`config.mk`:
```
export PLATFORM = sky130hd
export DESIGN_NAME = ccx_ic_arbiter_flat
export DESIGN_NICKNAME = d
export VERILOG_FILES = /design/src/rtl/ccx_ic_arbiter_if.sv /design/src/rtl/ccx_ic_arbiter.sv /design/src/flat_wrapper.sv
export SDC_FILE = /design/constraint.sdc
export NUM_CORES = 1
export LEC_CHECK = 0
export BUFFER_PORTS_ARGS = -buffer_cell sky130_fd_sc_hd__buf_4
export CAP_MARGIN = 0
export CORE_AREA = 3 3 214 216
export DETAILED_ROUTE_END_ITERATION = 10
export DIE_AREA = 0 0 217 219
export GPL_ROUTABILITY_DRIVEN = 1
export PLACE_DENSITY = 0.39
export REMOVE_ABC_BUFFERS = 1
export SYNTH_ARGS = -nofsm -noshare
export SYNTH_HDL_FRONTEND = slang
export SYNTH_SLANG_ARGS = --single-unit
```
`constraint.sdc`:
```
create_clock -name g_clk -period 3.7 [get_ports g_clk]
set_input_delay 0 -clock g_clk [delete_from_list [all_inputs] [get_ports g_clk]]
set_output_delay 0 -clock g_clk [all_outputs]
set_load 0.01 [all_outputs]
```
`src/rtl/ccx_ic_arbiter_if.sv`:
```
// core_mem_bus: single-outstanding request/grant memory bus; rdata/err follow a transfer by one cycle.
// master drives the request side, slave answers with gnt and the delayed response.
interface core_mem_bus #(
    parameter int AW = 39,
    parameter int DW = 64
);
    logic              req;
    logic              gnt;
    logic [AW-1:0]     addr;
    logic              wen;
    logic [DW/8-1:0]   strb;
    logic [DW-1:0]     wdata;
    logic [1:0]        prv;
    logic [1:0]        rtype;
    logic [DW-1:0]     rdata;
    logic              err;

    modport master (
        output req, addr, wen, strb, wdata, prv, rtype,
        input  gnt, rdata, err
    );

    modport slave (
        input  req, addr, wen, strb, wdata, prv, rtype,
        output gnt, rdata, err
    );
endinterface

```
`src/rtl/ccx_ic_arbiter.sv`:
```
// Two-into-one core_mem_bus arbiter: fetch (imem) and load/store (dmem) share one routed port.
// Default is dmem priority with a starvation limit; define CCX_IC_ARB_RR_EN for round-robin instead.
module ccx_ic_arbiter #(
    parameter int AW           = 39,
    parameter int DW           = 64,
    parameter int STARVE_LIMIT = 4
) (
    input  logic         g_clk,
    input  logic         g_reset,
    core_mem_bus.slave   if_imem,
    core_mem_bus.slave   if_dmem,
    core_mem_bus.master  if_mem
);

    localparam logic SEL_IMEM = 1'b0;
    localparam logic SEL_DMEM = 1'b1;

    logic          sel;
    logic          lock;
    logic          rsp_vld;
    logic          rsp_own;
    logic          cur_sel;
    logic          xfer;
    logic [AW-1:0] req_addr;
    logic [DW-1:0] rsp_rdata;

`ifdef CCX_IC_ARB_RR_EN
    logic          last_dmem;
`else
    localparam logic [3:0] STARVE_MAX = 4'(STARVE_LIMIT);
    logic [3:0]    starve_cnt;
`endif

    // Selection: a locked request keeps its port until granted.
    always_comb begin
        cur_sel = sel;
        if (!lock) begin
`ifdef CCX_IC_ARB_RR_EN
            if (if_imem.req && if_dmem.req)
                cur_sel = ~last_dmem;
            else if (if_dmem.req)
                cur_sel = SEL_DMEM;
            else if (if_imem.req)
                cur_sel = SEL_IMEM;
`else
            if (if_dmem.req && !(if_imem.req && starve_cnt == STARVE_MAX))
                cur_sel = SEL_DMEM;
            else if (if_imem.req)
                cur_sel = SEL_IMEM;
`endif
        end
    end

    assign req_addr     = (cur_sel == SEL_DMEM) ? if_dmem.addr : if_imem.addr;
    assign if_mem.addr  = req_addr;
    assign if_mem.req   = (cur_sel == SEL_DMEM) ? if_dmem.req   : if_imem.req;
    assign if_mem.wen   = (cur_sel == SEL_DMEM) ? if_dmem.wen   : if_imem.wen;
    assign if_mem.strb  = (cur_sel == SEL_DMEM) ? if_dmem.strb  : if_imem.strb;
    assign if_mem.wdata = (cur_sel == SEL_DMEM) ? if_dmem.wdata : if_imem.wdata;
    assign if_mem.prv   = (cur_sel == SEL_DMEM) ? if_dmem.prv   : if_imem.prv;
    assign if_mem.rtype = (cur_sel == SEL_DMEM) ? if_dmem.rtype : if_imem.rtype;

    assign xfer = if_mem.req && if_mem.gnt;

    // Grant reaches only the selected port, and only while it is actually requesting.
    assign if_imem.gnt = (cur_sel == SEL_IMEM) && if_imem.req && if_mem.gnt;
    assign if_dmem.gnt = (cur_sel == SEL_DMEM) && if_dmem.req && if_mem.gnt;

    assign rsp_rdata     = if_mem.rdata;
    assign if_imem.rdata = (rsp_vld && rsp_own == SEL_IMEM) ? rsp_rdata : '0;
    assign if_dmem.rdata = (rsp_vld && rsp_own == SEL_DMEM) ? rsp_rdata : '0;
    assign if_imem.err   = rsp_vld && (rsp_own == SEL_IMEM) && if_mem.err;
    assign if_dmem.err   = rsp_vld && (rsp_own == SEL_DMEM) && if_mem.err;

    always_ff @(posedge g_clk or posedge g_reset) begin
        if (g_reset) begin
            sel     <= SEL_IMEM;
            lock    <= 1'b0;
            rsp_vld <= 1'b0;
            rsp_own <= SEL_IMEM;
        end else begin
            sel     <= cur_sel;
            lock    <= if_mem.req && !if_mem.gnt;
            rsp_vld <= xfer;
            if (xfer)
                rsp_own <= cur_sel;
        end
    end

`ifdef CCX_IC_ARB_RR_EN
    // Resets to dmem so imem wins the first contested cycle.
    always_ff @(posedge g_clk or posedge g_reset) begin
        if (g_reset)
            last_dmem <= SEL_DMEM;
        else if (xfer)
            last_dmem <= cur_sel;
    end
`else
    // Counts dmem transfers that overtook a waiting imem; saturates, never wraps.
    always_ff @(posedge g_clk or posedge g_reset) begin
        if (g_reset)
            starve_cnt <= 4'd0;
        else if (!if_imem.req)
            starve_cnt <= 4'd0;
        else if (xfer && cur_sel == SEL_IMEM)
            starve_cnt <= 4'd0;
        else if (xfer && cur_sel == SEL_DMEM && starve_cnt != STARVE_MAX)
            starve_cnt <= starve_cnt + 4'd1;
    end
`endif

endmodule

```
`src/flat_wrapper.sv`:
```
// flat-port wrapper written by rule: the top's interface ports become plain ports
module ccx_ic_arbiter_flat 
#(
    parameter int AW           = 39,
    parameter int DW           = 64,
    parameter int STARVE_LIMIT = 4
)
  (g_clk, g_reset, if_imem_req, if_imem_addr, if_imem_wen, if_imem_strb, if_imem_wdata, if_imem_prv, if_imem_rtype, if_imem_gnt, if_imem_rdata, if_imem_err, if_dmem_req, if_dmem_addr, if_dmem_wen, if_dmem_strb, if_dmem_wdata, if_dmem_prv, if_dmem_rtype, if_dmem_gnt, if_dmem_rdata, if_dmem_err, if_mem_req, if_mem_addr, if_mem_wen, if_mem_strb, if_mem_wdata, if_mem_prv, if_mem_rtype, if_mem_gnt, if_mem_rdata, if_mem_err);
  core_mem_bus #(.AW(AW), .DW(DW)) if_imem_i ();
  core_mem_bus #(.AW(AW), .DW(DW)) if_dmem_i ();
  core_mem_bus #(.AW(AW), .DW(DW)) if_mem_i ();
  input  logic g_clk;
  input  logic g_reset;
  input wire logic [$bits(if_imem_i.req)-1:0] if_imem_req;
  input wire logic [$bits(if_imem_i.addr)-1:0] if_imem_addr;
  input wire logic [$bits(if_imem_i.wen)-1:0] if_imem_wen;
  input wire logic [$bits(if_imem_i.strb)-1:0] if_imem_strb;
  input wire logic [$bits(if_imem_i.wdata)-1:0] if_imem_wdata;
  input wire logic [$bits(if_imem_i.prv)-1:0] if_imem_prv;
  input wire logic [$bits(if_imem_i.rtype)-1:0] if_imem_rtype;
  output wire logic [$bits(if_imem_i.gnt)-1:0] if_imem_gnt;
  output wire logic [$bits(if_imem_i.rdata)-1:0] if_imem_rdata;
  output wire logic [$bits(if_imem_i.err)-1:0] if_imem_err;
  input wire logic [$bits(if_dmem_i.req)-1:0] if_dmem_req;
  input wire logic [$bits(if_dmem_i.addr)-1:0] if_dmem_addr;
  input wire logic [$bits(if_dmem_i.wen)-1:0] if_dmem_wen;
  input wire logic [$bits(if_dmem_i.strb)-1:0] if_dmem_strb;
  input wire logic [$bits(if_dmem_i.wdata)-1:0] if_dmem_wdata;
  input wire logic [$bits(if_dmem_i.prv)-1:0] if_dmem_prv;
  input wire logic [$bits(if_dmem_i.rtype)-1:0] if_dmem_rtype;
  output wire logic [$bits(if_dmem_i.gnt)-1:0] if_dmem_gnt;
  output wire logic [$bits(if_dmem_i.rdata)-1:0] if_dmem_rdata;
  output wire logic [$bits(if_dmem_i.err)-1:0] if_dmem_err;
  output wire logic [$bits(if_mem_i.req)-1:0] if_mem_req;
  output wire logic [$bits(if_mem_i.addr)-1:0] if_mem_addr;
  output wire logic [$bits(if_mem_i.wen)-1:0] if_mem_wen;
  output wire logic [$bits(if_mem_i.strb)-1:0] if_mem_strb;
  output wire logic [$bits(if_mem_i.wdata)-1:0] if_mem_wdata;
  output wire logic [$bits(if_mem_i.prv)-1:0] if_mem_prv;
  output wire logic [$bits(if_mem_i.rtype)-1:0] if_mem_rtype;
  input wire logic [$bits(if_mem_i.gnt)-1:0] if_mem_gnt;
  input wire logic [$bits(if_mem_i.rdata)-1:0] if_mem_rdata;
  input wire logic [$bits(if_mem_i.err)-1:0] if_mem_err;
  assign if_imem_i.req = if_imem_req;
  assign if_imem_i.addr = if_imem_addr;
  assign if_imem_i.wen = if_imem_wen;
  assign if_imem_i.strb = if_imem_strb;
  assign if_imem_i.wdata = if_imem_wdata;
  assign if_imem_i.prv = if_imem_prv;
  assign if_imem_i.rtype = if_imem_rtype;
  assign if_imem_gnt = if_imem_i.gnt;
  assign if_imem_rdata = if_imem_i.rdata;
  assign if_imem_err = if_imem_i.err;
  assign if_dmem_i.req = if_dmem_req;
  assign if_dmem_i.addr = if_dmem_addr;
  assign if_dmem_i.wen = if_dmem_wen;
  assign if_dmem_i.strb = if_dmem_strb;
  assign if_dmem_i.wdata = if_dmem_wdata;
  assign if_dmem_i.prv = if_dmem_prv;
  assign if_dmem_i.rtype = if_dmem_rtype;
  assign if_dmem_gnt = if_dmem_i.gnt;
  assign if_dmem_rdata = if_dmem_i.rdata;
  assign if_dmem_err = if_dmem_i.err;
  assign if_mem_req = if_mem_i.req;
  assign if_mem_addr = if_mem_i.addr;
  assign if_mem_wen = if_mem_i.wen;
  assign if_mem_strb = if_mem_i.strb;
  assign if_mem_wdata = if_mem_i.wdata;
  assign if_mem_prv = if_mem_i.prv;
  assign if_mem_rtype = if_mem_i.rtype;
  assign if_mem_i.gnt = if_mem_gnt;
  assign if_mem_i.rdata = if_mem_rdata;
  assign if_mem_i.err = if_mem_err;
  ccx_ic_arbiter #(.AW(AW), .DW(DW), .STARVE_LIMIT(STARVE_LIMIT)) u_core (.g_clk(g_clk), .g_reset(g_reset), .if_imem(if_imem_i), .if_dmem(if_dmem_i), .if_mem(if_mem_i));
endmodule
```
==> implementation parameters <==
Parameter                              Value

Layout
  Fill cell instance count of the final layout ... 5001
  Nets@finish ... 1167
  Multi-input combinational cell area ... 0.00277 sq mm
  Fraction of layout cells with a size suffix above 1 ... 79.3%
  Combined flip-flop and latch cell area ... 200 sq um
  Area growth syn-to-layout ... 144%
  Final non-filler cell total ... around 1500

Timing
  Clock period minus final worst setup slack ... 2.57 ns
  Maximum clock frequency ... 389 MHz
  Relative slew margins ... 58.9%
  Setup violation total in the final timing report ... 0
  Number of pins exceeding their max-slew limit in the final report ... 0
  Final worst clock skew ... 0.000879 ns
  Setup repair after global routing missed its margin ... false
  Actual slew at the worst max-slew pin ... between 0.6 and 0.7 ns
  Setup TNS ... 0 ns
  Final critical-path share of the clock period ... 69.5%
  Final Hold Fails ... 0

Route
  Via count ... about 4600
  First-pass DRT Iterations ... 4
  Met2 routed WL ... 14500 um
  Antenna violation net count after detailed routing ... 0
  Drt initial violations ... approximately 160
  Total routed wire length on the met1 layer ... between 8000 and 9000 um
  Top routing layer used ... met5
  Mean number of vias per cell ... ~3.2
  Residual DRC ... 0
  Final WL ... 26500 um
  Wire length on met3 ... 3320 um
  Wire length per cell after detailed routing ... approximately 18 um

Logic synthesis
  Proportion of synthesized chip area in sequential cells ... 6.07%
  Count of cell types in the netlist ... 29
  Adder-Cell Fraction of Synth Area ... less than 1%
  Synthesis Warnings ... 0
  Multiplexer share of the synthesized area ... 52.4%
  Fraction of the mapped netlist area in compound gates ... 1.10%
  Post-Synth XOR/XNOR Area ... 0.531%
  Synthesized cell area ... 0.00330 sq mm
  Area share of and/or/nand/nor cells after synthesis ... 28.9%
  Synthesized instance count ... 330
  Combinational family with the most area after synthesis ... multiplexers
  FF+latch count, synth ... 8
  Post-Syn Area per Cell ... 10.0 sq um

Pwr
  Tot Pwr ... 1890 uW
  Cell leakage power ... 0.00451 uW
  Peak ir drop on the vdd network ... 0.145 mV
  Power per cell area ... 234 mW/mm^2

GRT
  Via count of the first global-routing pass ... 4764
  Remaining Overflow, GRT ... 0
  Overall routing resource usage ... 10.1%
  Maximum number of pins on one net before global-route repair ... about 70
  Antenna violations before repair ... 1
  Wire length of the first global-routing pass ... 34700 um

Setup path
  CP arrival ... 2.57 ns
  WP data required ... 3.70 ns
  Critical-path maximum fanout ... 41
  Setup crit start kind ... flop
  Delay of the slowest critical-path stage ... 0.48 ns
  Kind of capture point of the worst setup path ... primary output
  Logic depth of the worst register-to-register path ... 6
  Worst setup path category ... flop to primary output
  Worst path slowest cell ... sky130_fd_sc_hd__nor2_4
  Worst flop-to-flop path endpoint ... u_core.starve_cnt[1]
  Setup slack on the worst flop-to-flop path ... approximately 2.1 ns
  Number of buffers and inverters on the critical path ... 3
  R2R Path Start ... u_core.starve_cnt[0]
  Top cell family by delay on the critical path ... simple AND/OR/NAND/NOR gates
  Setup crit start ... u_core.starve_cnt[0]
  Sequence of cells on the critical path ... inv_1, ha_1, nand3b_1, a21oi_2, nor2_4, buf_12, mux2_2, buf_4

Clock tree
  Clock net sink count ... 8
  Max H-tree Level ... 1
  Clock Pin Slew Worst Setup and Hold Paths ... 0.04 ns
  Root buf cell ... sky130_fd_sc_hd__clkbuf_16
  Quantity of gates resized following cts ... 0
  Worst-case clock buffer depth ... 2
  CTS tree ... built
  Clk_lat worst skew ... around 0.23 ns
  Inserted Clock Buffers ... 3

Hold path
  Hold EP ... u_core.starve_cnt[0]
  Worst hold-check path type ... input port to flop
  Hold Crit Depth ... 3
  Worst hold start ... if_imem_req

Placed design
  Half-perimeter wire length after detailed placement ... 24300 um
  Final Wtd Congestion ... 0.751
  Cell count after placement ... 1448
  IO buf count ... 550

Floorplan
  DIE AREA ... 0.0475 sq mm
  Core area ... 0.0441 sq mm
  Starting utilization of the core area ... 7.48%
  Die X ... 217 um
  FP Rows ... between 70 and 80
  Vert. Die Dim ... 219 um
  Io pins ... 551

Run status
  Outcome ... completed

Flow run
  Maxcap violations ... 0
## metrics by stage
stage | utilization, % | instance area (sq um) | hold slack (ns) | worst slack (ns)
after global placement | 18.0 | 7960 | -0.00393 | 1.39
final | 18.3 | 8050 | 0.138 | 1.13
after detailed placement | 18.0 | 7960 | -0.00451 | 1.36
after CTS | 18.2 | 8050 | 0.135 | 1.11
after floorplan | - | 2970 | -0.184 | -2.48
after global routing | 18.2 | 8050 | 0.139 | 0.990
## cell usage after synthesis, drive strengths merged
| library cell | count | area share, % |
|---|---|---|
| nor2b | 2 | 0.38 |
| inv | 4 | 0.45 |
| and2 | 66 | 13 |
| dfrtp | 8 | 6.1 |
| o311ai | 1 | 0.27 |
| xnor2 | 2 | 0.53 |
| nand2b | 3 | 0.57 |
| nor3 | 3 | 0.45 |
| mux2 | 116 | 52 |
| a21oi | 2 | 0.42 |
| nand2 | 5 | 0.57 |
| nand4 | 1 | 0.19 |
| clkbuf | 21 | 2.4 |
| nor2 | 8 | 0.99 |
| nand3b | 1 | 0.23 |
| ha | 2 | 0.76 |
| a22o | 1 | 0.27 |
| mux2i | 2 | 0.61 |
| and3b | 1 | 0.30 |
| nor4 | 1 | 0.19 |
| nand3 | 1 | 0.15 |
| and3 | 65 | 12 |
| o21ai | 1 | 0.15 |
| buf | 13 | 7.5 |
## worst register-to-register path: cells and delay by family (launching register included)
family	cells	cell delay, ns
AND/OR/NAND/NOR	3	0.64
buffers and inverters	1	0.06
flip-flops	1	0.39
multiplexers	1	0.23
adder cells (fa/ha/maj)	1	0.20
## cells in the final DEF, fill, tap and decap left out, types with 2 or more instances in the layout
master,n
sky130_fd_sc_hd__and2_1,66
sky130_fd_sc_hd__and3_1,65
sky130_fd_sc_hd__buf_12,2
sky130_fd_sc_hd__buf_4,558
sky130_fd_sc_hd__clkbuf_16,3
sky130_fd_sc_hd__dfrtp_1,8
sky130_fd_sc_hd__dlygate4sd3_1,2
sky130_fd_sc_hd__ha_1,2
sky130_fd_sc_hd__inv_1,4
sky130_fd_sc_hd__mux2_2,9
sky130_fd_sc_hd__mux2_4,107
sky130_fd_sc_hd__mux2i_1,2
sky130_fd_sc_hd__nand2_1,5
sky130_fd_sc_hd__nand2b_1,3
sky130_fd_sc_hd__nor2_1,7
sky130_fd_sc_hd__nor3_1,3
sky130_fd_sc_hd__xnor2_1,2
## cell type report
cell class                      count  area share (%)
Timing Repair Buffer              562            52.8
Multi-Input combinational cell    284            34.4
Tap cell                          592            9.20
Sequential cell                     8            2.49
Clock buffer                        3           0.932
Inverter                            4           0.186
Antenna cell                        1          0.0311
## power by group
part | total, uW | internal [uW] | leakage (uW) | switching, uW
sequential | 102 | 95.2 | 0.000102 | 6.82
combinational | 1600 | 921 | 0.00437 | 682
clock | 182 | 139 | 0.0000370 | 43.0
total | 1890 | 1160 | 0.00451 | 732
## worst max-delay path by stage
| stage | cells past startpoint | endpoint | slack, ns |
|---|---|---|---|
| floorplan | 6 | if_mem_addr[33] | -2.48 |
| global placement | 8 | if_mem_addr[34] | 1.39 |
| detailed placement | 8 | if_mem_addr[34] | 1.36 |
| CTS | 8 | if_mem_addr[34] | 1.11 |
| global route | 8 | if_mem_addr[34] | 0.99 |
| finish | 8 | if_mem_addr[34] | 1.13 |
## logic make-up after synthesis
group,count (synthesis)
flip-flops,8
multiplexers,118
adder cells (fa/ha/maj),2
buffers and inverters,38
AO/OA/AOI/OAI,5
AND/OR/NAND/NOR,157
XOR/XNOR,2
## flip-flops by register name, indices dropped and copies added (netlist names)
signal	cells
u_core.rsp_own	1
u_core.starve_cnt	4
u_core.lock	1
u_core.rsp_vld	1
u_core.sel	1
## layer usage
layer / up-vias / global-route usage, %
met2: 311 / 20.0
li1: 2225 / -
met5: - / 0
met3: 12 / 5.08
met1: 2056 / 9.23
met4: 2 / 1.54
## repair_timing
action	CTS	global route
endpoints found under the hold margin	9	0
buffers inserted	0	0
endpoints found under the setup margin	0	0
hold buffers	2	0
Power figures use the tool's default switching activity.
